### src/rtl/pa_dtu_halt_pkg.sv
// Shared definitions for the RTU side of the DTU halt protocol:
// halt-info field positions, halt FSM encodings and debug cause codes.
package pa_dtu_halt_pkg;

    // Halt info layout carried with each retiring instruction
    localparam int HINFO_W      = 15;
    localparam int CAUSE_W      = 4;
    localparam int HI_HIT       = 14;
    localparam int HI_TIMING    = 13;
    localparam int HI_ACTION    = 12;
    localparam int HI_CAUSE_MSB = 11;
    localparam int HI_CAUSE_LSB = 8;
    localparam int HI_MASK_MSB  = 7;
    localparam int HI_MASK_LSB  = 0;

    // Debug cause codes, shared with the DTU
    localparam logic [CAUSE_W-1:0] CAUSE_NONE    = 4'h0;
    localparam logic [CAUSE_W-1:0] CAUSE_TRIGGER = 4'h2;
    localparam logic [CAUSE_W-1:0] CAUSE_ICOUNT  = 4'h4;

    // Halt controller states
    typedef enum logic [2:0] {
        ST_IDLE     = 3'd0,
        ST_BEFORE   = 3'd1,
        ST_AFTER    = 3'd2,
        ST_PEND     = 3'd3,
        ST_WAIT_ACK = 3'd4,
        ST_DBG      = 3'd5
    } halt_st_e;

endpackage

### src/rtl/pa_rtu_dtu_retire_pipe.sv
// Registered forwarding of retire information back to the DTU.
// Halt info is zeroed on cycles without a retiring instruction so the DTU
// never sees stale trigger hits.
module pa_rtu_dtu_retire_pipe
    import pa_dtu_halt_pkg::*;
#(
    parameter int HW = HINFO_W
) (
    input  logic          clk,
    input  logic          rst_n,
    input  logic          retire_vld,
    input  logic [HW-1:0] halt_info,
    input  logic          retire_mret,
    output logic          fwd_vld,
    output logic [HW-1:0] fwd_halt_info,
    output logic          fwd_mret
);

    // One-cycle copy of the retire event, qualified by retire_vld
    always_ff @(posedge clk) begin
        if (!rst_n) begin
            fwd_vld       <= 1'b0;
            fwd_halt_info <= '0;
            fwd_mret      <= 1'b0;
        end else begin
            fwd_vld       <= retire_vld;
            fwd_halt_info <= retire_vld ? halt_info : '0;
            fwd_mret      <= retire_vld & retire_mret;
        end
    end

endmodule

### src/rtl/pa_rtu_dtu_halt_ctrl.sv
// RTU end of the DTU halt protocol. Turns trigger halt info tagged on the
// retiring instruction (and, optionally, the DTU pending halt) into
// debug-mode entry or breakpoint exceptions, and acks the DTU.
// Optional feature macro: E906_RTU_PENDING_HALT_EN enables the pending-halt
// (icount) path and the PEND state; without it the pending inputs are ignored.
module pa_rtu_dtu_halt_ctrl
    import pa_dtu_halt_pkg::*;
#(
    parameter int HINFO_W = 15,
    parameter int CAUSE_W = 4
) (
    input  logic               forever_cpuclk,
    input  logic               cpurst_b,
    input  logic               iu_rtu_retire_vld,
    input  logic [HINFO_W-1:0] iu_rtu_halt_info,
    input  logic               iu_rtu_retire_mret,
    input  logic               dtu_rtu_pending_halt,
    input  logic [CAUSE_W-1:0] dtu_rtu_cause,
    input  logic               had_rtu_dbg_ack,
    input  logic               rtu_yy_xx_dbgon,
    output logic               rtu_dtu_retire_vld,
    output logic [HINFO_W-1:0] rtu_dtu_retire_halt_info,
    output logic               rtu_dtu_retire_mret,
    output logic               rtu_dtu_halt_ack,
    output logic               rtu_dtu_pending_ack,
    output logic               rtu_had_dbg_req,
    output logic [CAUSE_W-1:0] rtu_had_dbg_cause,
    output logic               rtu_cp0_bkpt_expt,
    output logic               rtu_ifu_flush
);

    halt_st_e           state, state_nxt;
    logic [CAUSE_W-1:0] cause_q, cause_d;
    logic               action_q, action_d;
    logic               hit;

    pa_rtu_dtu_retire_pipe #(.HW(HINFO_W)) u_retire_pipe (
        .clk           (forever_cpuclk),
        .rst_n         (cpurst_b),
        .retire_vld    (iu_rtu_retire_vld),
        .halt_info     (iu_rtu_halt_info),
        .retire_mret   (iu_rtu_retire_mret),
        .fwd_vld       (rtu_dtu_retire_vld),
        .fwd_halt_info (rtu_dtu_retire_halt_info),
        .fwd_mret      (rtu_dtu_retire_mret)
    );

    assign hit = iu_rtu_retire_vld & iu_rtu_halt_info[HI_HIT];

`ifdef E906_RTU_PENDING_HALT_EN
    logic unused_sig;
    assign unused_sig = ^iu_rtu_halt_info[HI_MASK_MSB:HI_MASK_LSB];
`else
    logic unused_sig;
    assign unused_sig = ^{iu_rtu_halt_info[HI_MASK_MSB:HI_MASK_LSB],
                          dtu_rtu_pending_halt, dtu_rtu_cause};
`endif

    // State, latched cause and latched action (exception vs debug entry)
    always_ff @(posedge forever_cpuclk) begin
        if (!cpurst_b) begin
            state    <= ST_IDLE;
            cause_q  <= CAUSE_NONE;
            action_q <= 1'b0;
        end else begin
            state    <= state_nxt;
            cause_q  <= cause_d;
            action_q <= action_d;
        end
    end

    // Next state and Moore outputs; trigger hits win over the pending halt,
    // which stays asserted by the DTU and is taken on a later retire
    always_comb begin
        state_nxt           = state;
        cause_d             = cause_q;
        action_d            = action_q;
        rtu_dtu_halt_ack    = 1'b0;
        rtu_dtu_pending_ack = 1'b0;
        rtu_had_dbg_req     = 1'b0;
        rtu_had_dbg_cause   = CAUSE_NONE;
        rtu_cp0_bkpt_expt   = 1'b0;
        rtu_ifu_flush       = 1'b0;
        case (state)
            ST_IDLE: begin
                if (!rtu_yy_xx_dbgon) begin
                    if (hit) begin
                        cause_d   = iu_rtu_halt_info[HI_CAUSE_MSB:HI_CAUSE_LSB];
                        action_d  = iu_rtu_halt_info[HI_ACTION];
                        state_nxt = iu_rtu_halt_info[HI_TIMING] ? ST_AFTER : ST_BEFORE;
                    end
`ifdef E906_RTU_PENDING_HALT_EN
                    else if (dtu_rtu_pending_halt && iu_rtu_retire_vld) begin
                        cause_d   = dtu_rtu_cause;
                        action_d  = 1'b0;
                        state_nxt = ST_PEND;
                    end
`endif
                end
            end
            // Instruction completes; take the halt one cycle later
            ST_AFTER: state_nxt = ST_BEFORE;
            ST_BEFORE: begin
                rtu_ifu_flush    = 1'b1;
                rtu_dtu_halt_ack = 1'b1;
                if (action_q) begin
                    rtu_cp0_bkpt_expt = 1'b1;
                    cause_d           = CAUSE_NONE;
                    action_d          = 1'b0;
                    state_nxt         = ST_IDLE;
                end else begin
                    state_nxt = ST_WAIT_ACK;
                end
            end
`ifdef E906_RTU_PENDING_HALT_EN
            ST_PEND: begin
                rtu_dtu_pending_ack = 1'b1;
                rtu_ifu_flush       = 1'b1;
                state_nxt           = ST_WAIT_ACK;
            end
`endif
            ST_WAIT_ACK: begin
                rtu_had_dbg_req   = 1'b1;
                rtu_had_dbg_cause = cause_q;
                if (had_rtu_dbg_ack) state_nxt = ST_DBG;
            end
            ST_DBG: begin
                if (!rtu_yy_xx_dbgon) begin
                    cause_d   = CAUSE_NONE;
                    action_d  = 1'b0;
                    state_nxt = ST_IDLE;
                end
            end
            default: state_nxt = ST_IDLE;
        endcase
    end

endmodule

### config.mk
export PLATFORM = sky130hd
export DESIGN_NAME = pa_rtu_dtu_halt_ctrl
export DESIGN_NICKNAME = d
export VERILOG_FILES = /design/src/rtl/pa_dtu_halt_pkg.sv /design/src/rtl/pa_rtu_dtu_retire_pipe.sv /design/src/rtl/pa_rtu_dtu_halt_ctrl.sv
export SDC_FILE = /design/constraint.sdc
export NUM_CORES = 1
export LEC_CHECK = 0
export BUFFER_PORTS_ARGS = -buffer_cell sky130_fd_sc_hd__buf_2
export CAP_MARGIN = 30
export CORE_MARGIN = 5
export CORE_UTILIZATION = 46
export CTS_BUF_LIST = sky130_fd_sc_hd__clkbuf_16
export CTS_CLUSTER_SIZE = 8
export DETAILED_ROUTE_END_ITERATION = 8
export GPL_TIMING_DRIVEN = 0
export PLACE_DENSITY_LB_ADDON = 0.08
export SLEW_MARGIN = 20
export SYNTH_ARGS = -nofsm -noshare
export SYNTH_HDL_FRONTEND = slang
export SYNTH_HIERARCHICAL = 1
export SYNTH_SLANG_ARGS = --single-unit
### constraint.sdc
create_clock -name forever_cpuclk -period 2 [get_ports forever_cpuclk]
set_input_delay 0 -clock forever_cpuclk [delete_from_list [all_inputs] [get_ports forever_cpuclk]]
set_output_delay 0 -clock forever_cpuclk [all_outputs]
set_load 0.05 [all_outputs]
# Yosys cells after proc, flatten, opt, wreduce, memory -nomap -nowiden
# Cells that the tools add are included.
[op_classes]
n_eq_ne = 9
muxes = 21
bitwise_logic = 2
n_reduce_logical = 6
[ops]
columns = ["op", "count"]
rows = [
  ["2-to-1 mux 4 bit", 5],
  ["2-to-1 mux 3 bit", 5],
  ["one-hot mux 3 bit (5 select lines)", 1],
  ["one-hot mux 4 bit (3 select lines)", 1],
  ["inequality test 2 bit, second input constant", 5],
  ["AND reduction 4 bit", 2],
  ["2-to-1 mux 1 bit", 7],
  ["equality test 3 bit, second input constant", 2],
  ["AND reduction 5 bit", 1],
  ["equality test 3 x 1 -> 1 bit, second input constant", 1],
  ["equality test 3 x 2 -> 1 bit, second input constant", 1],
  ["zero test 3 bit", 1],
  ["one-hot mux 1 bit (3 select lines)", 1],
  ["nonzero test 3 bit", 1],
  ["AND 1 bit", 2],
  ["2-to-1 mux 2 bit", 1],
  ["AND reduction 2 bit", 1],
]
[totals]
reg_bits = 25
in_bits = 26
output_inout_bits = 26
word_cells = 44

# Depth between registers and ports, before layout
[logic_depth]
depth_word = 4
depth_mapped = 4
ltp_nobuf = 3

# Hierarchy
# Netlist, hierarchy kept.
[by_module_without_submodules]
columns = ["mod", "instances", "cells_each", "area_per_inst_um2", "seq_area_each_um2"]
rows = [
  ["pa_rtu_dtu_halt_ctrl", 1, 52, 503.0, 160.2],
  ["pa_rtu_dtu_retire_pipe", 1, 36, 479.2, 340.3],
]

# Worst setup path before layout
# OpenSTA, ideal clock, no wires.
[synth_timing]
kind = "reg2out"
from = "register state[1]"
to = "output port rtu_cp0_bkpt_expt"
arrival_ns = 2.251
t_required_ns = 2.000
setup_slack_ns = -0.251
path_stages_with_launch = 4
path_buffers = 1
cell_sequence = "dfxtp_1 > buf_2 > nor3_1 > and2_1"
[synth_via]
elab_chain_len = 2
[synth_lines]
columns = ["item", "line", "text"]
rows = [
  ["from (decl)", "pa_rtu_dtu_halt_ctrl.sv:32", "halt_st_e state, state_nxt;"],
  ["from (signal assigned)", "pa_rtu_dtu_halt_ctrl.sv:66", "state <= state_nxt;"],
  ["equality test 3 x 1 -> 1 bit", "pa_rtu_dtu_halt_ctrl.sv:84", "case (state)"],
  ["2-to-1 mux 1 bit", "pa_rtu_dtu_halt_ctrl.sv:84", ""],
  ["to (decl)", "pa_rtu_dtu_halt_ctrl.sv:28", "output logic rtu_cp0_bkpt_expt,"],
]
# Every way passes these cells.

# Worst setup path after layout
[layout_timing]
from = "register state[2]"
to = "output port rtu_had_dbg_cause[2]"
[layout_via]
elab_chain_len = 2
[layout_lines]
columns = ["item", "line", "text"]
rows = [
  ["equality test 3 bit", "pa_rtu_dtu_halt_ctrl.sv:84", ""],
  ["2-to-1 mux 4 bit", "pa_rtu_dtu_halt_ctrl.sv:84", ""],
  ["to (decl)", "pa_rtu_dtu_halt_ctrl.sv:27", "output logic [CAUSE_W-1:0] rtu_had_dbg_cause,"],
]
# Every way passes these cells.

==> flow_summary.json <==
{
  "fin_crit_ns": 1.55,
  "hold_slack_ns": -0.00718,
  "power.net_switching_mw": 0.373,
  "antenna_found_initial": 0,
  "dr.pass1.iters": 4,
  "path_class": "reg2out",
  "h-tree-depth": 1,
  "pwr-share-seq_pct": 43.0,
  "drive_gt1_share_pct": 46.9,
  "fp.dieArea_mm2": 0.00316,
  "drc_errors": 0,
  "power_frac_clock_pct": 32.6,
  "vias": 812,
  "dp.final_hpwl_um": 1610,
  "tns_ns": 0,
  "grt_max_degree": 14,
  "fin_util_pct": 69.2,
  "die-height_um": 56.2,
  "period_share_pct": 77.6,
  "hold_violations": 2,
  "mostFrequentLayoutCells": "buf_2, dfxtp_1, and3_1",
  "slew_violations": 0,
  "hp-class": "in2reg",
  "power.leakage_nw": 0.703,
  "fmax_ghz": 0.645,
  "grt_usage_pct": 15.2,
  "io-pin-count": 52,
  "cp.required_ns": 2.00,
  "diodes": 0,
  "cp-end-kind": "output port",
  "rr_startpoint": "state[0]$_SDFFE_PN0P_",
  "synth_area_leaders": "dfxtp_1, and3_1, and3_2",
  "die_x_um": 56.2,
  "tritoncts": "yes",
  "cts-root-buf": "clkbuf_16",
  "ys_ff_latch": 25,
  "synth_seq_area_share_pct": 51.0,
  "holdPathStages": 2,
  "grt_pass1_wl_um": 3770,
  "cts_buffers": 3,
  "hp-start": "iu_rtu_halt_info[6]",
  "startpoint_type": "flop",
  "p_comb_share_pct": 24.4,
  "grt_pass1_vias": 843,
  "switching_share_pct": 28.8,
  "initial_utilization_pct": 49.1,
  "synth_top_area_share_pct": 51.0,
  "setup_viol": 0,
  "r2r-end": "cause_q[2]$_SDFFE_PN0P_",
  "final_common_cell": "buf_2",
  "postCtsSetupBuffers": 0,
  "power_density_mw_per_mm2": 935,
  "rr_worst_depth": 3,
  "synthToLayoutAreaGrowth_pct": 41.0,
  "synth_nets": 114,
  "p_int_mw": 0.921,
  "ir_drop_v": 0.000526,
  "yosysUniqueCellTypes": 27,
  "avgSynthCellArea_um2": 11.2,
  "r2r_slack_ns": 0.66,
  "cts-resized-gates": 0,
  "grt_setup_unrepaired": "false",
  "syn_area_um2": 982,
  "fp-row-count": 16,
  "holdPathEnd": "u_retire_pipe/fwd_halt_info[6]$_SDFF_PN0_",
  "nFillCells": 167,
  "wire_per_inst_um": 12.6,
  "port_buffers": 45,
  "status": "finished, violations left",
  "yosysWarnings": 6,
  "cp_max_fo": 7,
  "cts_num_sinks": 25,
  "nNetsFinal": 170,
  "finClkSkew_ns": 0.000706,
  "finalWeightedCongestion": 0.777,
  "violations": "negative hold slack",
  "yosys.area.top_type": "dfxtp_1",
  "coreArea_mm2": 0.00200,
  "totalWireLength_um": 2140,
  "syn_inst": 88,
  "ant_nets": 0,
  "vias_per_cell": 4.78,
  "clockBufferDepth": 2,
  "grt_overflow_total": 0,
  "drt_iter0_markers": 7,
  "hold_buffers": 6,
  "worstPathArrival_ns": 1.55,
  "maxCapViolations": 0,
  "clk_latency_ns": 0.25,
  "cts.clk_slew.worst_paths_ns": 0.06
}
## critical path: stages (launching register included)
cell and delay [ns]:
dfxtp_1 0.47, nor3b_2 0.39, and2_1 0.18, buf_2 0.26
## final cells by class
| cell class | count | area [um2] | share of cell area (%) |
|---|---|---|---|
| Clock buffer | 3 | 75.1 | 5.42 |
| Tap cell | 27 | 33.8 | 2.44 |
| Inverter | 3 | 11.3 | 0.813 |
| Timing Repair Buffer | 51 | 285 | 20.6 |
| Clock inverter | 1 | 3.75 | 0.271 |
| Buffer | 6 | 46.3 | 3.34 |
| Sequential cell | 25 | 500 | 36.1 |
| Multi-Input combinational cell | 54 | 429 | 31.0 |
## worst max-delay path by stage
stage                                     start                      end  slack (ns)
after floorplan           state[2]$_SDFFE_PN0P_     rtu_had_dbg_cause[0]        0.23
after global placement    state[0]$_SDFFE_PN0P_  cause_q[1]$_SDFFE_PN0P_        0.70
after detailed placement  state[0]$_SDFFE_PN0P_  cause_q[2]$_SDFFE_PN0P_        0.67
after CTS                 state[2]$_SDFFE_PN0P_     rtu_had_dbg_cause[2]        0.43
after global routing      state[2]$_SDFFE_PN0P_     rtu_had_dbg_cause[1]        0.33
final                     state[2]$_SDFFE_PN0P_     rtu_had_dbg_cause[2]        0.45
## per-layer routing
metal | vias to the layer above | GRT usage (%) | share of wire [%]
met3 | 4 | 4.41 | 7.0
li1 | 416 | - | -
met2 | 27 | 24.9 | 48
met5 | - | 0 | 0
met4 | 0 | 7.12 | 2.1
met1 | 365 | 18.1 | 43
## power groups by stage
stage          Sequential, mW  Combinational (mW)  Clock (mW)
6_report                0.557               0.316       0.422
5_1_grt                 0.561               0.339       0.459
4_1_cts                 0.557               0.318       0.431
3_5_place_dp            0.568               0.307           0
3_3_place_gp            0.566               0.303           0
2_1_floorplan           0.613               0.186           0
## cell usage after synthesis
cell and n:
a211oi_1 1, a211oi_4 1, a21bo_4 1, a21boi_1 1
a21oi_1 1, and2_1 5, and2_2 1, and3_1 11
and3_2 7, buf_2 1, buf_4 2, buf_6 2
clkbuf_1 1, conb_1 1, dfxtp_1 25, inv_1 3
mux2i_1 5, nand2_1 5, nand3b_1 1, nand4bb_4 1
nor2b_1 1, nor3_1 2, nor3b_2 1, nor4b_2 1
o211ai_1 5, o21a_1 1, o221a_1 1
## stage by stage
| step | total power, mW | hold WS, ns | setup WS [ns] | instances | area, um2 |
|---|---|---|---|---|---|
| final | 1.29 | -0.00718 | 0.449 | 170 | 1390 |
| after global routing | 1.36 | 0.0110 | 0.330 | 170 | 1390 |
| after CTS | 1.31 | 0.00247 | 0.435 | 170 | 1390 |
| after detailed placement | 0.875 | 0.238 | 0.672 | 160 | 1250 |
| after global placement | 0.870 | 0.232 | 0.695 | 160 | 1250 |
| after floorplan | 0.799 | 0.146 | 0.226 | 88 | 987 |
## state kept, by name, indices dropped and copies added, names as in the netlist
signal                       count
u_retire_pipe/fwd_vld            1
state                            3
cause_q                          4
action_q                         1
u_retire_pipe/fwd_halt_info     15
u_retire_pipe/fwd_mret           1
## logic make-up after synthesis
logic type / synth area share [%]
AO/OA/AOI/OAI: 11.5
buffers and inverters: 5.86
flip-flops: 51.0
multiplexers: 5.10
other: 0.382
AND/OR/NAND/NOR: 26.2
No activity file was read; power rests on OpenSTA's default activity.
